File: src/rtl/vga_sync_gen_pkg.sv
// Shared VGA timing definitions for the sync generator and its axis sub-module.
//   - Bus widths of the timing configuration inputs and the pixel counters.
//   - 640x480 @ 60 Hz default timing, used as the reset value of the shadow registers.
//   - Controller state encoding.
package vga_sync_gen_pkg;

  // Configuration bus widths
  localparam int unsigned PulseWidth    = 8;
  localparam int unsigned RezMaxWidth   = 11;
  localparam int unsigned HlMarginWidth = 8;
  localparam int unsigned HrMarginWidth = 6;
  localparam int unsigned VlMarginWidth = 6;
  localparam int unsigned VrMarginWidth = 4;

  // 640x480 default timing: count-max values are total-1
  localparam int unsigned DefHSyncPulse   = 96;
  localparam int unsigned DefHCountMax    = 799;
  localparam int unsigned DefHLeftMargin  = 48;
  localparam int unsigned DefHRightMargin = 16;
  localparam int unsigned DefVSyncPulse   = 2;
  localparam int unsigned DefVCountMax    = 524;
  localparam int unsigned DefVLeftMargin  = 33;
  localparam int unsigned DefVRightMargin = 10;

  // Controller states
  typedef enum logic [1:0] {
    StIdle = 2'b00,
    StPrep = 2'b01,
    StRun  = 2'b10
  } vga_state_e;

endpackage

File: src/rtl/vga_sync_gen_timing_axis.sv
// vga_timing_axis: one axis (horizontal or vertical) of the VGA timing generator.
// A counter with enable and clear that wraps at max_i, plus combinational decode of
// the sync, active-area and start conditions against the registered bounds.
// Ports:
//   clk_i, rst_ni    pixel clock, asynchronous active-low reset
//   en_i             advance the counter this cycle
//   clr_i            force the counter to 0 (wins over en_i)
//   max_i            last count value before wrapping to 0
//   pulse_i          sync length; sync_o is set while cnt < pulse_i
//   act_start_i      first active count (one bit wider than the counter)
//   act_last_i       last active count (one bit wider than the counter)
//   cnt_o            current count
//   wrap_o           counter wraps on this edge (enabled, not cleared, at max)
//   sync_o           raw sync condition, active high
//   active_o         count lies in [act_start_i, act_last_i]
//   start_o          count is 0
module vga_timing_axis #(
  parameter int unsigned CntWidth   = 11,
  parameter int unsigned PulseWidth = 8
) (
  input  logic                clk_i,
  input  logic                rst_ni,
  input  logic                en_i,
  input  logic                clr_i,
  input  logic [CntWidth-1:0] max_i,
  input  logic [PulseWidth-1:0] pulse_i,
  input  logic [CntWidth:0]   act_start_i,
  input  logic [CntWidth:0]   act_last_i,
  output logic [CntWidth-1:0] cnt_o,
  output logic                wrap_o,
  output logic                sync_o,
  output logic                active_o,
  output logic                start_o
);

  // Compare width large enough for both the counter and the pulse length
  localparam int unsigned CmpWidth = (PulseWidth > CntWidth) ? PulseWidth : CntWidth;

  logic [CntWidth-1:0] cnt_q, cnt_d;
  logic                at_max;

  assign at_max = (cnt_q == max_i);
  assign wrap_o = en_i & ~clr_i & at_max;

  always_comb begin
    cnt_d = cnt_q;
    if (clr_i) begin
      cnt_d = '0;
    end else if (en_i) begin
      cnt_d = at_max ? '0 : cnt_q + 1'b1;
    end
  end

  always_ff @(posedge clk_i or negedge rst_ni) begin
    if (!rst_ni) begin
      cnt_q <= '0;
    end else begin
      cnt_q <= cnt_d;
    end
  end

  assign cnt_o    = cnt_q;
  assign sync_o   = (CmpWidth'(cnt_q) < CmpWidth'(pulse_i));
  assign active_o = ({1'b0, cnt_q} >= act_start_i) && ({1'b0, cnt_q} <= act_last_i);
  assign start_o  = (cnt_q == '0);

endmodule

File: src/rtl/vga_sync_gen.sv
// vga_sync_gen: VGA timing generator.
// Captures a timing configuration into shadow registers on Load_config, derives the
// active-area bounds, then runs horizontal/vertical counters and produces registered
// sync, display-enable, pixel coordinate and line/frame start outputs.
// Ports:
//   clk, rst_n                       pixel clock, asynchronous active-low reset
//   Load_config                      timing inputs are valid; capture and restart
//   H_/V_sync_pulse                  sync length in clocks / lines
//   H_/V_count_max                   total clocks per line - 1 / lines per frame - 1
//   H_/V_left_margin                 back porch
//   H_/V_right_margin                front porch
//   H_sync, V_sync                   sync outputs, polarity from SYNC_ACTIVE_LOW
//   Display_en                       inside the active area
//   Pixel_x, Pixel_y                 active-area coordinates, 0 outside it
//   Line_start, Frame_start          outputs describe h=0 / (0,0)
module vga_sync_gen
  import vga_sync_gen_pkg::*;
#(
  parameter int unsigned PULSE_WIDTH     = PulseWidth,
  parameter int unsigned REZ_MAX_WIDTH   = RezMaxWidth,
  parameter int unsigned HL_MARGIN_WIDTH = HlMarginWidth,
  parameter int unsigned HR_MARGIN_WIDTH = HrMarginWidth,
  parameter int unsigned VL_MARGIN_WIDTH = VlMarginWidth,
  parameter int unsigned VR_MARGIN_WIDTH = VrMarginWidth,
  parameter bit          SYNC_ACTIVE_LOW = 1'b1
) (
  input  logic                       clk,
  input  logic                       rst_n,
  input  logic                       Load_config,
  input  logic [PULSE_WIDTH-1:0]     H_sync_pulse,
  input  logic [PULSE_WIDTH-1:0]     V_sync_pulse,
  input  logic [REZ_MAX_WIDTH-1:0]   H_count_max,
  input  logic [REZ_MAX_WIDTH-1:0]   V_count_max,
  input  logic [HL_MARGIN_WIDTH-1:0] H_left_margin,
  input  logic [VL_MARGIN_WIDTH-1:0] V_left_margin,
  input  logic [HR_MARGIN_WIDTH-1:0] H_right_margin,
  input  logic [VR_MARGIN_WIDTH-1:0] V_right_margin,
  output logic                       H_sync,
  output logic                       V_sync,
  output logic                       Display_en,
  output logic [REZ_MAX_WIDTH-1:0]   Pixel_x,
  output logic [REZ_MAX_WIDTH-1:0]   Pixel_y,
  output logic                       Line_start,
  output logic                       Frame_start
);

  localparam int unsigned BndWidth = REZ_MAX_WIDTH + 1;
  // Idle sync level equals the polarity flag: active-low syncs idle high
  localparam logic SyncIdle = SYNC_ACTIVE_LOW;

  // ---------------------------------------------------------------------------
  // Shadow configuration registers
  // ---------------------------------------------------------------------------
  logic [PULSE_WIDTH-1:0]     h_pulse_q, h_pulse_d, v_pulse_q, v_pulse_d;
  logic [REZ_MAX_WIDTH-1:0]   h_max_q, h_max_d, v_max_q, v_max_d;
  logic [HL_MARGIN_WIDTH-1:0] h_lmar_q, h_lmar_d;
  logic [HR_MARGIN_WIDTH-1:0] h_rmar_q, h_rmar_d;
  logic [VL_MARGIN_WIDTH-1:0] v_lmar_q, v_lmar_d;
  logic [VR_MARGIN_WIDTH-1:0] v_rmar_q, v_rmar_d;

  always_comb begin
    h_pulse_d = h_pulse_q;
    v_pulse_d = v_pulse_q;
    h_max_d   = h_max_q;
    v_max_d   = v_max_q;
    h_lmar_d  = h_lmar_q;
    h_rmar_d  = h_rmar_q;
    v_lmar_d  = v_lmar_q;
    v_rmar_d  = v_rmar_q;
    if (Load_config) begin
      h_pulse_d = H_sync_pulse;
      v_pulse_d = V_sync_pulse;
      h_max_d   = H_count_max;
      v_max_d   = V_count_max;
      h_lmar_d  = H_left_margin;
      h_rmar_d  = H_right_margin;
      v_lmar_d  = V_left_margin;
      v_rmar_d  = V_right_margin;
    end
  end

  always_ff @(posedge clk or negedge rst_n) begin
    if (!rst_n) begin
      h_pulse_q <= PULSE_WIDTH'(DefHSyncPulse);
      v_pulse_q <= PULSE_WIDTH'(DefVSyncPulse);
      h_max_q   <= REZ_MAX_WIDTH'(DefHCountMax);
      v_max_q   <= REZ_MAX_WIDTH'(DefVCountMax);
      h_lmar_q  <= HL_MARGIN_WIDTH'(DefHLeftMargin);
      h_rmar_q  <= HR_MARGIN_WIDTH'(DefHRightMargin);
      v_lmar_q  <= VL_MARGIN_WIDTH'(DefVLeftMargin);
      v_rmar_q  <= VR_MARGIN_WIDTH'(DefVRightMargin);
    end else begin
      h_pulse_q <= h_pulse_d;
      v_pulse_q <= v_pulse_d;
      h_max_q   <= h_max_d;
      v_max_q   <= v_max_d;
      h_lmar_q  <= h_lmar_d;
      h_rmar_q  <= h_rmar_d;
      v_lmar_q  <= v_lmar_d;
      v_rmar_q  <= v_rmar_d;
    end
  end

  // ---------------------------------------------------------------------------
  // Active-area bounds, one bit wider than the counters so that the sum cannot
  // overflow and a front porch larger than count-max shows up as underflow.
  // Registered every cycle; the shadows only move on a load, and the outputs are
  // held at reset values until the bounds have settled.
  // ---------------------------------------------------------------------------
  logic [BndWidth-1:0] h_start_q, h_start_d, h_last_q, h_last_d;
  logic [BndWidth-1:0] v_start_q, v_start_d, v_last_q, v_last_d;
  logic                degen_q, degen_d;
  logic                h_uflow, v_uflow;

  always_comb begin
    h_start_d = BndWidth'(h_pulse_q) + BndWidth'(h_lmar_q);
    v_start_d = BndWidth'(v_pulse_q) + BndWidth'(v_lmar_q);
    h_last_d  = BndWidth'(h_max_q) - BndWidth'(h_rmar_q);
    v_last_d  = BndWidth'(v_max_q) - BndWidth'(v_rmar_q);
    h_uflow   = BndWidth'(h_rmar_q) > BndWidth'(h_max_q);
    v_uflow   = BndWidth'(v_rmar_q) > BndWidth'(v_max_q);
    degen_d   = h_uflow | v_uflow | (h_start_d > h_last_d) | (v_start_d > v_last_d);
  end

  always_ff @(posedge clk or negedge rst_n) begin
    if (!rst_n) begin
      h_start_q <= BndWidth'(DefHSyncPulse + DefHLeftMargin);
      h_last_q  <= BndWidth'(DefHCountMax - DefHRightMargin);
      v_start_q <= BndWidth'(DefVSyncPulse + DefVLeftMargin);
      v_last_q  <= BndWidth'(DefVCountMax - DefVRightMargin);
      degen_q   <= 1'b0;
    end else begin
      h_start_q <= h_start_d;
      h_last_q  <= h_last_d;
      v_start_q <= v_start_d;
      v_last_q  <= v_last_d;
      degen_q   <= degen_d;
    end
  end

  // ---------------------------------------------------------------------------
  // Control FSM. load_q delays the load by one edge so the bounds are registered
  // from the new shadows before PREP releases into RUN.
  // ---------------------------------------------------------------------------
  vga_state_e state_q, state_d;
  logic       load_q;

  always_comb begin
    state_d = state_q;
    unique case (state_q)
      StIdle:  if (load_q) state_d = StPrep;
      StPrep:  state_d = load_q ? StPrep : StRun;
      StRun:   if (load_q) state_d = StPrep;
      default: state_d = StIdle;
    endcase
  end

  always_ff @(posedge clk or negedge rst_n) begin
    if (!rst_n) begin
      state_q <= StIdle;
      load_q  <= 1'b0;
    end else begin
      state_q <= state_d;
      load_q  <= Load_config;
    end
  end

  // A load aborts the frame at once: counters clear and the outputs drop to reset
  // values on the load edge itself, so a coincident wrap never becomes visible.
  logic run_ok, cnt_clr, cnt_en;

  assign cnt_en  = (state_q == StRun);
  assign cnt_clr = (state_q != StRun) | load_q | Load_config;
  assign run_ok  = (state_q == StRun) & ~load_q & ~Load_config;

  // ---------------------------------------------------------------------------
  // Axis counters
  // ---------------------------------------------------------------------------
  logic [REZ_MAX_WIDTH-1:0] h_cnt, v_cnt;
  logic h_wrap, v_wrap;
  logic h_sync_raw, v_sync_raw, h_act, v_act, h_start, v_start;

  vga_timing_axis #(
    .CntWidth   (REZ_MAX_WIDTH),
    .PulseWidth (PULSE_WIDTH)
  ) u_h_axis (
    .clk_i       (clk),
    .rst_ni      (rst_n),
    .en_i        (cnt_en),
    .clr_i       (cnt_clr),
    .max_i       (h_max_q),
    .pulse_i     (h_pulse_q),
    .act_start_i (h_start_q),
    .act_last_i  (h_last_q),
    .cnt_o       (h_cnt),
    .wrap_o      (h_wrap),
    .sync_o      (h_sync_raw),
    .active_o    (h_act),
    .start_o     (h_start)
  );

  vga_timing_axis #(
    .CntWidth   (REZ_MAX_WIDTH),
    .PulseWidth (PULSE_WIDTH)
  ) u_v_axis (
    .clk_i       (clk),
    .rst_ni      (rst_n),
    .en_i        (h_wrap),
    .clr_i       (cnt_clr),
    .max_i       (v_max_q),
    .pulse_i     (v_pulse_q),
    .act_start_i (v_start_q),
    .act_last_i  (v_last_q),
    .cnt_o       (v_cnt),
    .wrap_o      (v_wrap),
    .sync_o      (v_sync_raw),
    .active_o    (v_act),
    .start_o     (v_start)
  );

  // Frame wrap is implied by the counters themselves; nothing downstream needs it.
  logic unused_v_wrap;
  assign unused_v_wrap = v_wrap;

  // ---------------------------------------------------------------------------
  // Registered outputs: each cycle describes the counter value of the previous one
  // ---------------------------------------------------------------------------
  logic                     h_sync_q, h_sync_d, v_sync_q, v_sync_d;
  logic                     disp_q, disp_d, line_q, line_d, frame_q, frame_d;
  logic [REZ_MAX_WIDTH-1:0] px_q, px_d, py_q, py_d;

  always_comb begin
    h_sync_d = SyncIdle;
    v_sync_d = SyncIdle;
    disp_d   = 1'b0;
    px_d     = '0;
    py_d     = '0;
    line_d   = 1'b0;
    frame_d  = 1'b0;
    if (run_ok) begin
      h_sync_d = h_sync_raw ? ~SyncIdle : SyncIdle;
      v_sync_d = v_sync_raw ? ~SyncIdle : SyncIdle;
      disp_d   = h_act & v_act & ~degen_q;
      line_d   = h_start;
      frame_d  = h_start & v_start;
      if (disp_d) begin
        px_d = h_cnt - h_start_q[REZ_MAX_WIDTH-1:0];
        py_d = v_cnt - v_start_q[REZ_MAX_WIDTH-1:0];
      end
    end
  end

  always_ff @(posedge clk or negedge rst_n) begin
    if (!rst_n) begin
      h_sync_q <= SyncIdle;
      v_sync_q <= SyncIdle;
      disp_q   <= 1'b0;
      px_q     <= '0;
      py_q     <= '0;
      line_q   <= 1'b0;
      frame_q  <= 1'b0;
    end else begin
      h_sync_q <= h_sync_d;
      v_sync_q <= v_sync_d;
      disp_q   <= disp_d;
      px_q     <= px_d;
      py_q     <= py_d;
      line_q   <= line_d;
      frame_q  <= frame_d;
    end
  end

  assign H_sync      = h_sync_q;
  assign V_sync      = v_sync_q;
  assign Display_en  = disp_q;
  assign Pixel_x     = px_q;
  assign Pixel_y     = py_q;
  assign Line_start  = line_q;
  assign Frame_start = frame_q;

endmodule

File: config.mk
export PLATFORM = sky130hd
export DESIGN_NAME = vga_sync_gen
export DESIGN_NICKNAME = d
export VERILOG_FILES = /design/src/rtl/vga_sync_gen_pkg.sv /design/src/rtl/vga_sync_gen_timing_axis.sv /design/src/rtl/vga_sync_gen.sv
export SDC_FILE = /design/constraint.sdc
export NUM_CORES = 1
export LEC_CHECK = 0
export BUFFER_PORTS_ARGS = -buffer_cell sky130_fd_sc_hd__buf_2
export CAP_MARGIN = 20
export CORE_MARGIN = 2
export CORE_UTILIZATION = 55
export DETAILED_ROUTE_END_ITERATION = 16
export PLACE_DENSITY = 0.85
export SLEW_MARGIN = 40
export SYNTH_ARGS = -nofsm -noshare
export SYNTH_HDL_FRONTEND = slang
export SYNTH_HIERARCHICAL = 1
export SYNTH_SLANG_ARGS = --single-unit
File: constraint.sdc
create_clock -name clk -period 4.16 [get_ports clk]
set_input_delay 0.832 -clock clk [delete_from_list [all_inputs] [get_ports clk]]
set_output_delay 0.832 -clock clk [all_outputs]
set_load 0.01 [all_outputs]
== After elaboration in Yosys (flattened, before gate mapping) ==
Cells that the tools add are included.
Cells by class
  add/sub/neg operators: 8
  multipliers: 0
  div/mod/pow operators: 0
  $lt $le $gt $ge: 10
  equality and inequality tests: 6
  shift-type cells: 0
  multiplexer cells: 20
  bitwise logic cells: 16
  reduce and logical (&&, ||, !) cells: 8
Operator list (count)
  11-bit 2-to-1 mux: 10
  9-bit by 12-bit > comparator with 1-bit output: 2
  11-bit by 12-bit less-or-equal comparator with 1-bit output: 2
  11-bit by 1-bit adder with 11-bit output, second input constant: 2
  11-bit == test: 2
  11-bit by 9-bit greater-or-equal comparator with 1-bit output: 2
  11-bit zero test: 2
  11-bit by 8-bit < comparator with 1-bit output: 2
  11-bit by 9-bit subtractor with 11-bit output: 2
  11-bit by 4-bit subtractor with 12-bit output: 1
  11-bit by 6-bit subtractor with 12-bit output: 1
  4-bit by 11-bit > comparator with 1-bit output: 1
  6-bit by 11-bit > comparator with 1-bit output: 1
  8-bit by 6-bit adder with 9-bit output: 1
  8-bit by 8-bit adder with 9-bit output: 1
  1-bit bitwise AND: 7
  1-bit 2-to-1 mux: 7
  1-bit OR: 5
  2-bit 2-to-1 mux: 2
  1-bit inverter: 4
  2-bit one-hot mux with 2 select lines: 1
  2-bit nonzero test: 2
  2-bit by 1-bit == test with 1-bit output, second input constant: 1
  2-bit == test, second input constant: 1
  5 further kinds: 6
Word-level totals
  register bits: 157
  bits in latches: 0
  bits in writable memories: 0
  bits in read-only memories: 0
  memories kept: 0

== Longest topological paths before layout ==
  depth in word-level cells: 8
  depth in mapped cells: 16

== Modules after synthesis ==
Netlist, hierarchy kept.
By module, submodules not included
  vga_sync_gen: times used 1, cells each 589, area each 6751.5 um^2, sequential area each 3422.0 um^2
  vga_timing_axis: times used 2, cells each 186, area each 1532.7 um^2, sequential area each 275.3 um^2

== Least setup slack after synthesis ==
No wires, ideal clock.
  path type: register to register
  start: register h_max_q[1]
  end: register degen_q
  data arrival time: 3070 ps
  data required time: 4015 ps
  path slack: 946 ps
  stages on the path, launching flop included: 14
  buffers on the path: 0
  cell sequence: dfstp_2 > ha_1 > nor2b_1 > o31a_1 > o31ai_1 > nand2_1 > xor2_1 > ha_1 > and3_1 > a221o_1 > a21oi_1 > a21oi_1 > o41ai_1 > o311ai_1
On the way
  word-level cells in the longest chain between the ends: 4
  elaborated cells on any way between the ends: 6
  those cells by class: add/sub (1); order compare (2); bitwise (3)
RTL lines
  start: declaration: line vga_sync_gen.sv:55  | logic [REZ_MAX_WIDTH-1:0] h_max_q, h_max_d, v_max_q, v_max_d;
  start signal: assignment: line vga_sync_gen.sv:86  | h_max_q <= REZ_MAX_WIDTH'(DefHCountMax);
  start signal: assignment: line vga_sync_gen.sv:95  | h_max_q <= h_max_d;
  11-bit by 6-bit subtractor with 12-bit output / 6-bit by 11-bit > comparator with 1-bit output (equally long branches): line vga_sync_gen.sv:118, vga_sync_gen.sv:120
  9-bit by 12-bit > comparator with 1-bit output / 1-bit OR (equally long branches): line vga_sync_gen.sv:122  | degen_d = h_uflow | v_uflow | (h_start_d > h_last_d) | (v_start_d > v_last_d);
  1-bit OR (*) (2 in a row): line vga_sync_gen.sv:122
  net degen_d: line vga_sync_gen.sv:112  | logic degen_q, degen_d;
  end signal: assignment: line vga_sync_gen.sv:137  | degen_q <= degen_d;
  end: declaration: line vga_sync_gen.sv:112
Mark *: on every way through the listed nets, which the timed path passes. The rest lies on a longest branch.
A chain may end at the register's enable or synchronous reset.

== Worst setup path after layout ==
Ends and elaborated chain as after synthesis.

==> impl_metrics.env <==
export IMPL_drv_slew=0
export IMPL_tightest_slew_ns=0.787
export IMPL_die_y_um=138
export IMPL_end_kind="flip-flop"
export IMPL_multi_input_area_mm2=0.00523
export IMPL_num_nets_final=1251
export IMPL_drt_iter0_drc=419
export IMPL_dieArea_mm2=0.0189
export IMPL_finClkSkew_ns=0.00959
export IMPL_hold_viol=0
export IMPL_crit_buf_inv=0
export IMPL_r2r_end="degen_q"
export IMPL_dp_hpwl_mm=15.8
export IMPL_post_drt_via_cell_ratio=5.57
export IMPL_p_leak_uw=0.00563
export IMPL_fin_crit_sh=0.848
export IMPL_start_util=0.565
export IMPL_die_w_um=138
export IMPL_area_sequential_mm2=0.00397
export IMPL_avgSynthCellArea_um2=10.2
export IMPL_pwr_share_clk=0.323
export IMPL_drv_cap=0
export IMPL_r2r_slack_ns=0.63
export IMPL_antenna_found_initial=0
export IMPL_p_sw_uw=1440
export IMPL_crit_family="compound AO/OA/AOI/OAI gates"
export IMPL_startpoint="h_max_q[1]"
export IMPL_finalWirelength_mm=21.2
export IMPL_finalPower_uw=4530
export IMPL_critPathSlowestCell="dfstp_2"
export IMPL_power_internal_uw=3090
export IMPL_wl_per_cell_um=16.4
export IMPL_cts_buffers=17
export IMPL_netSwitchingFraction=0.319
export IMPL_hp_class="input pin to asynchronous set/reset pin"
export IMPL_first_pass_iters=5
export IMPL_synthesis_area_mm2=0.00981
export IMPL_cts_tree="built"
export IMPL_tns_ns=0
export IMPL_stdcell_count=1296
export IMPL_r2r_start="h_max_q[1]"
export IMPL_ys_warn_count=6
export IMPL_htree_levels=4
export IMPL_cts_root_buffer="clkbuf_16"
export IMPL_cts_buffer_depth=2
export IMPL_syn_inst=960
export IMPL_rsz0062_at_grt="false"
export IMPL_rr_worst_depth=13
export IMPL_grt_pass1_vias=7197
export IMPL_routed_via_count=7216
export IMPL_core_mm2=0.0174
export IMPL_startpoint_type="flip-flop"
export IMPL_fin_hold_ws_ns=0.424
export IMPL_relSlewSlack=0.476
export IMPL_combPwrFrac=0.263
export IMPL_dp_cells=1264
export IMPL_drive_gt1_frac=0.213
export IMPL_rows=48
export IMPL_ir_drop_v=0.000316
export IMPL_grt_pass1_wl_mm=34.9
export IMPL_gp_congestion=0.915
export IMPL_critPathRequiredTime_ns=4.46
export IMPL_clk_latency_ns=0.44
export IMPL_n_fill_cell=1383
export IMPL_cpPeakStageDelay_ns=0.57
export IMPL_sequentialPowerShare=0.414
export IMPL_crit_arrival_ns=3.82
export IMPL_final_core_util=0.636
export IMPL_period_needed_ns=3.53
export IMPL_antenna_left=0
export IMPL_status="completed"
export IMPL_cts_setup_buffers=0
export IMPL_p_per_area_mw_per_mm2=411
export IMPL_grt_overflow=0
export IMPL_port_buffer_count=91
export IMPL_cts_resized=0
export IMPL_path_clk_slew_ns=0.07
export IMPL_grt_max_degree=80
export IMPL_area_growth_pct=12.4
export IMPL_drc_errors=0
export IMPL_path_cells="ha_1 -> nor2b_1 -> o31a_1 -> o31ai_1 -> nand2_1 -> xor2_1 -> ha_1 -> and3_1 -> a221o_1 -> a21oi_1 -> a21oi_1 -> o41ai_1 -> o311ai_1"
export IMPL_ctsHoldBuffers=0
export IMPL_worstPathMaxFanout=6
export IMPL_fmax_ghz=0.283
export IMPL_setup_violations=0
export IMPL_antenna_cells=0
export IMPL_cts_sinks=157
export IMPL_grt_use_total=0.240
export IMPL_ios=92
export IMPL_worstSetupPathType="flip-flop to flip-flop"
through the flow:
step	worst slack (ns)	instance area, um2
after floorplan	0.946	9840
after global placement	0.768	10500
after detailed placement	0.661	10500
after CTS	0.622	11000
after global routing	0.427	11000
final	0.631	11000
routing by layer:
layer  routed length [um]  share of wire  track usage  vias up
met5                    0              0            0        -
met4                  354          0.017       0.0888        0
li1                     -              -            -     3524
met3                 1140          0.054       0.0397       25
met1                10100           0.48        0.338     3467
met2                 9620           0.45        0.373      200
worst max-delay path by stage:
stage,to,slack (ns),cells after the start
after floorplan,degen_q,0.95,13
after global placement,degen_q,0.77,13
after detailed placement,degen_q,0.66,13
after CTS,degen_q,0.62,13
after global routing,degen_q,0.43,13
final,degen_q,0.63,13
sequential cells by signal, summed over array words and instances, names as in the netlist, 2 cells and up:
signal and count:
u_h_axis/cnt_o 11, Pixel_x 11, h_rmar_q 6, h_pulse_q 8
v_max_q 11, v_pulse_q 8, v_last_q 12, h_last_q 12
u_v_axis/cnt_o 11, state_q 2, v_start_q 9, h_max_q 11
v_rmar_q 4, v_lmar_q 6, Pixel_y 11, h_lmar_q 8
h_start_q 9
final cells by class:
| type | instances | area share |
|---|---|---|
| tap | 225 | 0.0255 |
| clock buffer | 18 | 0.0389 |
| sequential | 157 | 0.360 |
| timing repair buffer | 94 | 0.0450 |
| inverter | 134 | 0.0456 |
| clock inverter | 14 | 0.0110 |
| multi-input combinational | 654 | 0.474 |
power groups by stage:
| stage | sequential, uW | combinational [uW] | clock [uW] |
|---|---|---|---|
| 2_1_floorplan | 1850 | 873 | 0 |
| 3_3_place_gp | 1890 | 1120 | 0 |
| 3_5_place_dp | 1900 | 1170 | 0 |
| 4_1_cts | 1870 | 1190 | 1490 |
| 5_1_grt | 1900 | 1350 | 1550 |
| 6_report | 1880 | 1190 | 1460 |
layout by cell type, fill, tap and decap left out, drive strengths merged, types with 6 or more instances in the layout:
cell,instances
nand4,15
ha,122
nor4,11
a21o,31
o21ai,40
a21oi,49
buf,94
nand2b,14
dfrtp,122
a211o,7
a211oi,11
fa,6
nand2,41
nor2,47
xor2,37
nor2b,11
xnor2,24
a22o,6
o211ai,6
dfstp,35
clkbuf,18
o21a,11
clkinv,9
nor3,17
conb,8
and3,9
inv,135
mux2,49
nand3,25
Note: power is estimated with default switching activity, not from simulation.
